`src/rtl/ga21_dma_sched_pkg.sv`:
```
`default_nettype none
// ============================================================================
//  Module      : ga21_pkg
//  Description : Shared types and constants for the GA21 DMA scheduler:
//                scheduler state encoding, status-word bit positions and
//                default watchdog limits.
//  Revision    : 1.0 - initial release
// ============================================================================
package ga21_pkg;

    typedef enum logic [2:0] {
        IDLE = 3'd0,
        PEND = 3'd1,
        KICK = 3'd2,
        ACK  = 3'd3,
        RUN  = 3'd4,
        DONE = 3'd5
    } dma_state_t;

    // Status word layout
    localparam int c_st_queued   = 0;
    localparam int c_st_ackfail  = 1;
    localparam int c_st_timeout  = 2;
    localparam int c_st_drop_lsb = 4;
    localparam int c_st_drop_msb = 7;
    localparam int c_st_done_lsb = 8;
    localparam int c_st_done_msb = 15;

    // Watchdog defaults and counter width
    localparam int unsigned c_def_timeout    = 8191;
    localparam int unsigned c_def_ack_window = 4;
    localparam int unsigned c_wd_w           = 16;

endpackage
`default_nettype wire

```
`src/rtl/ga21_dma_sched_if.sv`:
```
`default_nettype none
// ============================================================================
//  Module      : ga21_dma_sched_if
//  Description : CPU-side / GA21-side signal bundle of the DMA scheduler.
//                slave  : scheduler view (requests in, kick/wait/irq out)
//                master : environment view (CPU decode, video, GA21)
//  Revision    : 1.0 - initial release
// ============================================================================
interface ga21_dma_sched_if;
    logic        kick_req;   // CPU write to GA21 offset 4, one-clk pulse
    logic        cfg_wr;     // scheduler config write, one-clk pulse
    logic [2:0]  cfg_din;    // [0] deferred, [1] irq enable, [2] clear status
    logic        vblank;     // video vblank level
    logic        ga21_busy;  // GA21 busy
    logic        buf_cs;     // CPU chip-select of GA21 buffer window
    logic        irq_ack;    // irq clear pulse
    logic        ga21_kick;  // kick pulse to GA21
    logic        cpu_wait;   // CPU wait request
    logic        irq;        // completion interrupt
    logic [15:0] status;     // counters and sticky flags

    modport slave (
        input  kick_req, cfg_wr, cfg_din, vblank, ga21_busy, buf_cs, irq_ack,
        output ga21_kick, cpu_wait, irq, status
    );

    modport master (
        output kick_req, cfg_wr, cfg_din, vblank, ga21_busy, buf_cs, irq_ack,
        input  ga21_kick, cpu_wait, irq, status
    );
endinterface
`default_nettype wire

```
`src/rtl/ga21_dma_sched_watchdog.sv`:
```
`default_nettype none
// ============================================================================
//  Module      : ga21_dma_watchdog
//  Description : Loadable up-counter with enable and terminal flag. o_term is
//                high while the current enabled cycle is the i_limit-th one
//                since the last load, so the caller can abort on that cycle.
//  Ports       : clk, reset   - clock, synchronous active-high reset
//                i_load       - clear count to 0 (wins over i_en)
//                i_en         - count this cycle
//                i_limit      - terminal count
//                o_term       - count has reached i_limit-1
//  Revision    : 1.0 - initial release
// ============================================================================
module ga21_dma_watchdog
    import ga21_pkg::*;
#(
    parameter int unsigned WIDTH = c_wd_w
) (
    input  logic             clk,
    input  logic             reset,
    input  logic             i_load,
    input  logic             i_en,
    input  logic [WIDTH-1:0] i_limit,
    output logic             o_term
);

    logic [WIDTH-1:0] count_q, count_d;

    always_comb begin
        count_d = count_q;
        if (i_load) begin
            count_d = '0;
        end else if (i_en) begin
            count_d = count_q + {{(WIDTH-1){1'b0}}, 1'b1};
        end
    end

    always_ff @(posedge clk) begin
        if (reset) begin
            count_q <= '0;
        end else begin
            count_q <= count_d;
        end
    end

    // Terminal term does not include i_en so the caller's enable logic can
    // depend on it without forming a combinational loop.
    assign o_term = (count_q == (i_limit - {{(WIDTH-1){1'b0}}, 1'b1}));

endmodule
`default_nettype wire

```
`src/rtl/ga21_dma_sched.sv`:
```
`default_nettype none
// ============================================================================
//  Module      : ga21_dma_sched
//  Description : Schedules GA21 copy starts (immediate or at next vblank),
//                stalls CPU buffer accesses during a copy, queues one
//                follow-up request, supervises GA21 with ack/run watchdogs
//                and raises a completion interrupt.
//  Ports       : clk, reset - clock, synchronous active-high reset
//                ce         - clock enable shared with GA21 (run watchdog)
//                bus        - request/config/status bundle (slave modport)
//  Revision    : 1.0 - initial release
// ============================================================================
module ga21_dma_sched
    import ga21_pkg::*;
#(
    parameter int unsigned TIMEOUT    = c_def_timeout,
    parameter int unsigned ACK_WINDOW = c_def_ack_window
) (
    input  logic            clk,
    input  logic            reset,
    input  logic            ce,
    ga21_dma_sched_if.slave bus
);

    localparam logic [c_wd_w-1:0] c_run_limit = c_wd_w'(TIMEOUT);
    localparam logic [c_wd_w-1:0] c_ack_limit = c_wd_w'(ACK_WINDOW);

    dma_state_t  state_q, state_d;
    logic        mode_q, mode_d;
    logic        irq_en_q, irq_en_d;
    logic        irq_q, irq_d;
    logic        queued_q, queued_d;
    logic        ackfail_q, ackfail_d;
    logic        timeout_q, timeout_d;
    logic        run_err_q, run_err_d;
    logic        vblank_dly_q, vblank_dly_d;
    logic [7:0]  done_cnt_q, done_cnt_d;
    logic [3:0]  drop_cnt_q, drop_cnt_d;

    logic              w_vblank_rise;
    logic              w_clr_status;
    logic              w_ackfail_set;
    logic              w_timeout_set;
    logic              w_wd_load;
    logic              w_wd_en;
    logic              w_wd_term;
    logic [c_wd_w-1:0] w_wd_limit;
    logic [15:0]       w_status;

    assign w_vblank_rise = bus.vblank & ~vblank_dly_q;
    assign w_clr_status  = bus.cfg_wr & bus.cfg_din[2];
    // One counter serves both checks; only one of ACK/RUN is active at a time.
    assign w_wd_limit    = (state_q == RUN) ? c_run_limit : c_ack_limit;

    ga21_dma_watchdog #(
        .WIDTH (c_wd_w)
    ) u_watchdog (
        .clk     (clk),
        .reset   (reset),
        .i_load  (w_wd_load),
        .i_en    (w_wd_en),
        .i_limit (w_wd_limit),
        .o_term  (w_wd_term)
    );

    always_comb begin
        state_d       = state_q;
        queued_d      = queued_q;
        run_err_d     = run_err_q;
        done_cnt_d    = done_cnt_q;
        drop_cnt_d    = drop_cnt_q;
        w_ackfail_set = 1'b0;
        w_timeout_set = 1'b0;
        w_wd_load     = 1'b0;
        w_wd_en       = 1'b0;
        irq_d         = irq_q;

        case (state_q)
            IDLE: begin
                if (bus.kick_req) begin
                    state_d = mode_q ? PEND : KICK;
                end
            end
            PEND: begin
                if (w_vblank_rise) begin
                    state_d = KICK;
                end
            end
            KICK: begin
                w_wd_load = 1'b1;
                state_d   = ACK;
            end
            ACK: begin
                w_wd_en = 1'b1;
                if (bus.ga21_busy) begin
                    w_wd_load = 1'b1;
                    state_d   = RUN;
                end else if (w_wd_term) begin
                    w_ackfail_set = 1'b1;
                    run_err_d     = 1'b1;
                    state_d       = DONE;
                end
            end
            RUN: begin
                w_wd_en = ce;
                if (!bus.ga21_busy) begin
                    state_d = DONE;
                end else if (ce && w_wd_term) begin
                    w_timeout_set = 1'b1;
                    run_err_d     = 1'b1;
                    state_d       = DONE;
                end
            end
            DONE: begin
                if (!run_err_q) begin
                    done_cnt_d = done_cnt_q + 8'd1;
                end
                run_err_d = 1'b0;
                // A request arriving during DONE is launched like a queued one.
                if (queued_q || bus.kick_req) begin
                    state_d = mode_q ? PEND : KICK;
                end else begin
                    state_d = IDLE;
                end
            end
            default: begin
                state_d = IDLE;
            end
        endcase

        // One-deep request queue; DONE always consumes the slot.
        if (bus.kick_req && (state_q != IDLE) && queued_q) begin
            if (drop_cnt_q != 4'hF) begin
                drop_cnt_d = drop_cnt_q + 4'd1;
            end
        end
        if (state_q == DONE) begin
            queued_d = 1'b0;
        end else if (bus.kick_req && (state_q != IDLE)) begin
            queued_d = 1'b1;
        end
        if (w_clr_status) begin
            drop_cnt_d = 4'd0;
        end

        // irq: clears first, set last so a coinciding set wins.
        if (bus.irq_ack) begin
            irq_d = 1'b0;
        end
        if (bus.cfg_wr && !bus.cfg_din[1]) begin
            irq_d = 1'b0;
        end
        if ((state_q == DONE) && irq_en_q) begin
            irq_d = 1'b1;
        end
    end

    always_comb begin
        mode_d       = bus.cfg_wr ? bus.cfg_din[0] : mode_q;
        irq_en_d     = bus.cfg_wr ? bus.cfg_din[1] : irq_en_q;
        vblank_dly_d = bus.vblank;
        ackfail_d    = (ackfail_q & ~w_clr_status) | w_ackfail_set;
        timeout_d    = (timeout_q & ~w_clr_status) | w_timeout_set;
    end

    always_ff @(posedge clk) begin
        if (reset) begin
            state_q      <= IDLE;
            mode_q       <= 1'b0;
            irq_en_q     <= 1'b0;
            irq_q        <= 1'b0;
            queued_q     <= 1'b0;
            ackfail_q    <= 1'b0;
            timeout_q    <= 1'b0;
            run_err_q    <= 1'b0;
            vblank_dly_q <= 1'b0;
            done_cnt_q   <= 8'd0;
            drop_cnt_q   <= 4'd0;
        end else begin
            state_q      <= state_d;
            mode_q       <= mode_d;
            irq_en_q     <= irq_en_d;
            irq_q        <= irq_d;
            queued_q     <= queued_d;
            ackfail_q    <= ackfail_d;
            timeout_q    <= timeout_d;
            run_err_q    <= run_err_d;
            vblank_dly_q <= vblank_dly_d;
            done_cnt_q   <= done_cnt_d;
            drop_cnt_q   <= drop_cnt_d;
        end
    end

    always_comb begin
        w_status                              = 16'd0;
        w_status[c_st_done_msb:c_st_done_lsb] = done_cnt_q;
        w_status[c_st_drop_msb:c_st_drop_lsb] = drop_cnt_q;
        w_status[c_st_timeout]                = timeout_q;
        w_status[c_st_ackfail]                = ackfail_q;
        w_status[c_st_queued]                 = queued_q;
    end

    assign bus.ga21_kick = (state_q == KICK);
    // Combinational from buf_cs so the wait meets the CPU strobe cycle.
    assign bus.cpu_wait  = bus.buf_cs &
                           ((state_q == KICK) || (state_q == ACK) || (state_q == RUN));
    assign bus.irq       = irq_q;
    assign bus.status    = w_status;

endmodule
`default_nettype wire

```
`src/flat_wrapper.sv`:
```
// flat-port wrapper written by rule: the top's interface ports become plain ports
module ga21_dma_sched_flat import ga21_pkg::*;
#(
    parameter int unsigned TIMEOUT    = c_def_timeout,
    parameter int unsigned ACK_WINDOW = c_def_ack_window
)
  (clk, reset, ce, bus_kick_req, bus_cfg_wr, bus_cfg_din, bus_vblank, bus_ga21_busy, bus_buf_cs, bus_irq_ack, bus_ga21_kick, bus_cpu_wait, bus_irq, bus_status);
  ga21_dma_sched_if bus_i ();
  input  logic clk;
  input  logic reset;
  input  logic ce;
  input wire logic [$bits(bus_i.kick_req)-1:0] bus_kick_req;
  input wire logic [$bits(bus_i.cfg_wr)-1:0] bus_cfg_wr;
  input wire logic [$bits(bus_i.cfg_din)-1:0] bus_cfg_din;
  input wire logic [$bits(bus_i.vblank)-1:0] bus_vblank;
  input wire logic [$bits(bus_i.ga21_busy)-1:0] bus_ga21_busy;
  input wire logic [$bits(bus_i.buf_cs)-1:0] bus_buf_cs;
  input wire logic [$bits(bus_i.irq_ack)-1:0] bus_irq_ack;
  output wire logic [$bits(bus_i.ga21_kick)-1:0] bus_ga21_kick;
  output wire logic [$bits(bus_i.cpu_wait)-1:0] bus_cpu_wait;
  output wire logic [$bits(bus_i.irq)-1:0] bus_irq;
  output wire logic [$bits(bus_i.status)-1:0] bus_status;
  assign bus_i.kick_req = bus_kick_req;
  assign bus_i.cfg_wr = bus_cfg_wr;
  assign bus_i.cfg_din = bus_cfg_din;
  assign bus_i.vblank = bus_vblank;
  assign bus_i.ga21_busy = bus_ga21_busy;
  assign bus_i.buf_cs = bus_buf_cs;
  assign bus_i.irq_ack = bus_irq_ack;
  assign bus_ga21_kick = bus_i.ga21_kick;
  assign bus_cpu_wait = bus_i.cpu_wait;
  assign bus_irq = bus_i.irq;
  assign bus_status = bus_i.status;
  ga21_dma_sched #(.TIMEOUT(TIMEOUT), .ACK_WINDOW(ACK_WINDOW)) u_core (.clk(clk), .reset(reset), .ce(ce), .bus(bus_i));
endmodule
```
`config.mk`:
```
export PLATFORM = sky130hd
export DESIGN_NAME = ga21_dma_sched_flat
export DESIGN_NICKNAME = d
export VERILOG_FILES = /design/src/rtl/ga21_dma_sched_pkg.sv /design/src/rtl/ga21_dma_sched_if.sv /design/src/rtl/ga21_dma_sched_watchdog.sv /design/src/rtl/ga21_dma_sched.sv /design/src/flat_wrapper.sv
export SDC_FILE = /design/constraint.sdc
export NUM_CORES = 1
export LEC_CHECK = 0
export ABC_AREA = 0
export BUFFER_PORTS_ARGS = -buffer_cell sky130_fd_sc_hd__buf_2
export CAP_MARGIN = 30
export CORE_UTILIZATION = 52
export DETAILED_ROUTE_END_ITERATION = 8
export HOLD_SLACK_MARGIN = 0.05
export PLACE_DENSITY = 0.84
export SKIP_CTS_REPAIR_TIMING = 1
export SYNTH_ARGS = -nofsm -noshare
export SYNTH_HDL_FRONTEND = slang
export SYNTH_HIERARCHICAL = 1
export SYNTH_SLANG_ARGS = --single-unit
```
`constraint.sdc`:
```
create_clock -name clk -period 4.63 [get_ports clk]
set_clock_uncertainty 0.1 [all_clocks]
set_input_delay 0.2315 -clock clk [delete_from_list [all_inputs] [get_ports clk]]
set_output_delay 0.2315 -clock clk [all_outputs]
set_load 0.03 [all_outputs]
```
==> metrics.yaml <==
clock_tree:
  cts_max_level: 2
  cts_buffers: 5
  clk_path_buf_depth: 2
  clk_latency_ps: 290
  root_buffer: "clkbuf_8"
  path_clk_slew_ps: 70
  cts.sinks: 39
  cts_tree: "built"
routing:
  drt-initial-drc-count: 178
  routed_wl_um: 4588
  vias: 2027
  viasPerCell: 5.478
  drt-wirelength-per-cell_um: 12.40
  route.detailed.drc: 0
  dr.pass1.iters: 4
  ant_nets: 0
die:
  std_cell_rows: 24
  die_h_um: 69.19
  die-area_mm2: 0.004787
  die_w_um: 69.19
  io_pins: 31
  core_mm2: 0.004354
  start_util_pct: 53.91
grt:
  grt_util_all_layers_pct: 19.78
  gr-total-overflow: 0
  grt_pass1_wl_um: 7617
  grt_antenna_before_repair: 0
  grt_pass1_vias: 1753
  grt_max_degree: 27
setup_path:
  end_kind: "register"
  crit_arrival_ps: 3900
  critPathMaxStageDelay_ps: 560
  worstPathRequired_ps: 4740
  slowest_stage: "nor4_1"
  crit_type: "register to register"
  startpoint_type: "register"
  cp_common_cell: "nand2_1"
  path_max_fanout: 26
  path_cells: "nand2b_1 > nor2_4 > buf_4 > xnor2_1 > o21ai_0 > nand2_1 > and4_1 > nand4_1 > nor4_1 > nand2_1 > a31o_2 > nand2_1 > o211ai_1 > a21oi_1"
job:
  drv_cap: 0
timing:
  setup_viol_count_final: 0
  finalHoldViolations: 0
  period_share_pct: 81.65
  tns_ps: 0
  fin_crit_ps: 3780
  max-slew-margin-rel_pct: 3.136
  rsz0062_at_grt: "false"
  setup_ws_ps: 849.6
  worstMarginPinSlew_ps: 1440
  fmax_mhz: 264.5
  drv_slew: 0
finish:
  diodes: 0
  final_nets: 333
  multi_input_area_mm2: 0.001489
  area_growth_pct: 10.71
  final_cell_area_mm2: 0.002599
  utilization_pct: 59.68
  layout-drive-gt1-share_pct: 15.09
  seq_area_um2: 780.7
  nFillCells: 376
outcome:
  status: "finished, final reports clean"
synth:
  ys.flop_type: "dfxtp_1"
  synth-edff-count: 0
  syn-mean-instance-area_um2: 8.207
  ys_ff_latch: 39
  synth-async-reset-ratio_pct: 0
  syn_area_mm2: 0.002347
  synth_top_area_cell: "dfxtp_1"
  synth_area_leaders: "dfxtp_1 (33%), xnor2_1 (8.6%), xor2_1 (8.2%), nor2_1 (6.6%), nand2_1 (3.8%)"
  synth_cell_types: 53
  synth_warnings: 6
  synth_cells: 286
  synth_top_area_share_pct: 33.26
  yosys-top-cells-count: "nor2_1 (41), dfxtp_1 (39), nand2_1 (24), xnor2_1 (23), xor2_1 (22)"
  yosysMostFrequentCell: "nor2_1"
  synth-seq-area-share_pct: 33.26
power_and_ir_drop:
  p_leak_uw: 0.001035
  ir_worst_vdd_mv: 0.1341
  p_total_uw: 706.7
  power.density_mw_per_mm2: 271.9
placement:
  gp_congestion: 0.9676
  postPlaceCellArea_mm2: 0.002514
  place_hpwl_um: 3366
  dp_slack_ps: 955.0
  port-buffer-count: 29
min_path:
  hp-class: "primary input to register"
==> power breakdown <==
group	switching, uW	leakage, uW	internal [uW]
clock network	118	0.0000412	105
logic	75.9	0.000679	51.4
registers	14.2	0.000315	342
==> logic make-up after synthesis <==
logic type | Yosys count | share of synthesized area (%)
AOI/OAI and AO/OA | 42 | 11.41
other | 2 | 0.3199
buffers and inverters | 23 | 5.224
adders and majority gates | 4 | 2.132
and+or+nand+nor | 125 | 28.31
xor gates and xnor gates | 45 | 16.79
muxes | 6 | 2.559
DFF | 39 | 33.26
==> layer usage <==
metal	part of all wire [%]	vias up	track usage (%)
li1	-	1041	-
met1	47	932	24.86
met2	48	43	32.04
met3	3.3	11	3.924
met4	2.2	0	10.20
met5	0	-	0
==> flip-flops by register name (all words and copies together), names as in the netlist <==
| register | count |
|---|---|
| u_core/u_watchdog/count_q | 16 |
| u_core/done_cnt_q | 8 |
| u_core/drop_cnt_q | 4 |
| u_core/state_q | 3 |
| u_core/ackfail_q | 1 |
| u_core/bus.irq | 1 |
| u_core/irq_en_q | 1 |
| u_core/mode_q | 1 |
| u_core/queued_q | 1 |
| u_core/run_err_q | 1 |
| u_core/timeout_q | 1 |
| u_core/vblank_dly_q | 1 |
==> final cells by class <==
type	count	area share, %
clock inverter	2	0.4815
tap	52	2.504
timing repair buffer	30	5.874
multi-input combinational	234	57.29
clock buffer	6	2.792
inverter	7	1.011
sequential	39	30.04
==> cells in the final DEF, fill, tap and decap left out, types with 6 or more instances in the layout <==
| cell type | instances |
|---|---|
| conb_1 | 12 |
| nor2_1 | 40 |
| o21ai_0 | 8 |
| dfxtp_1 | 39 |
| xor2_1 | 22 |
| xnor2_1 | 23 |
| a21oi_1 | 13 |
| buf_2 | 29 |
| nand2_1 | 24 |
| mux2i_1 | 6 |
| nand3_1 | 11 |
| nand4_1 | 10 |
| inv_1 | 6 |
==> through the flow <==
step,cells,hold WS (ps)
after CTS,370,67.17
final,370,74.23
after detailed placement,362,339.1
after floorplan,296,259.7
after global routing,370,104.7
after global placement,362,329.1
==> final timing paths <==
kind,startpoint,end,slack [ps],cells after the start
setup / recovery,u_core/state_q[2],u_core/state_q[1],850,14
hold / removal,bus_vblank,u_core/vblank_dly_q,70,2
setup reg to reg,u_core/state_q[2],u_core/state_q[1],850,14
hold reg to reg,u_core/ackfail_q,u_core/ackfail_q,350,2
==> critical path: cells and delay by family, from the launching register on <==
kind | cells | cell delay, ps
AOI/OAI and AO/OA | 4 | 710
and+or+nand+nor | 8 | 1770
buffers and inverters | 1 | 390
DFF | 1 | 470
xor gates and xnor gates | 1 | 240
Power figures use the tool's default switching activity.
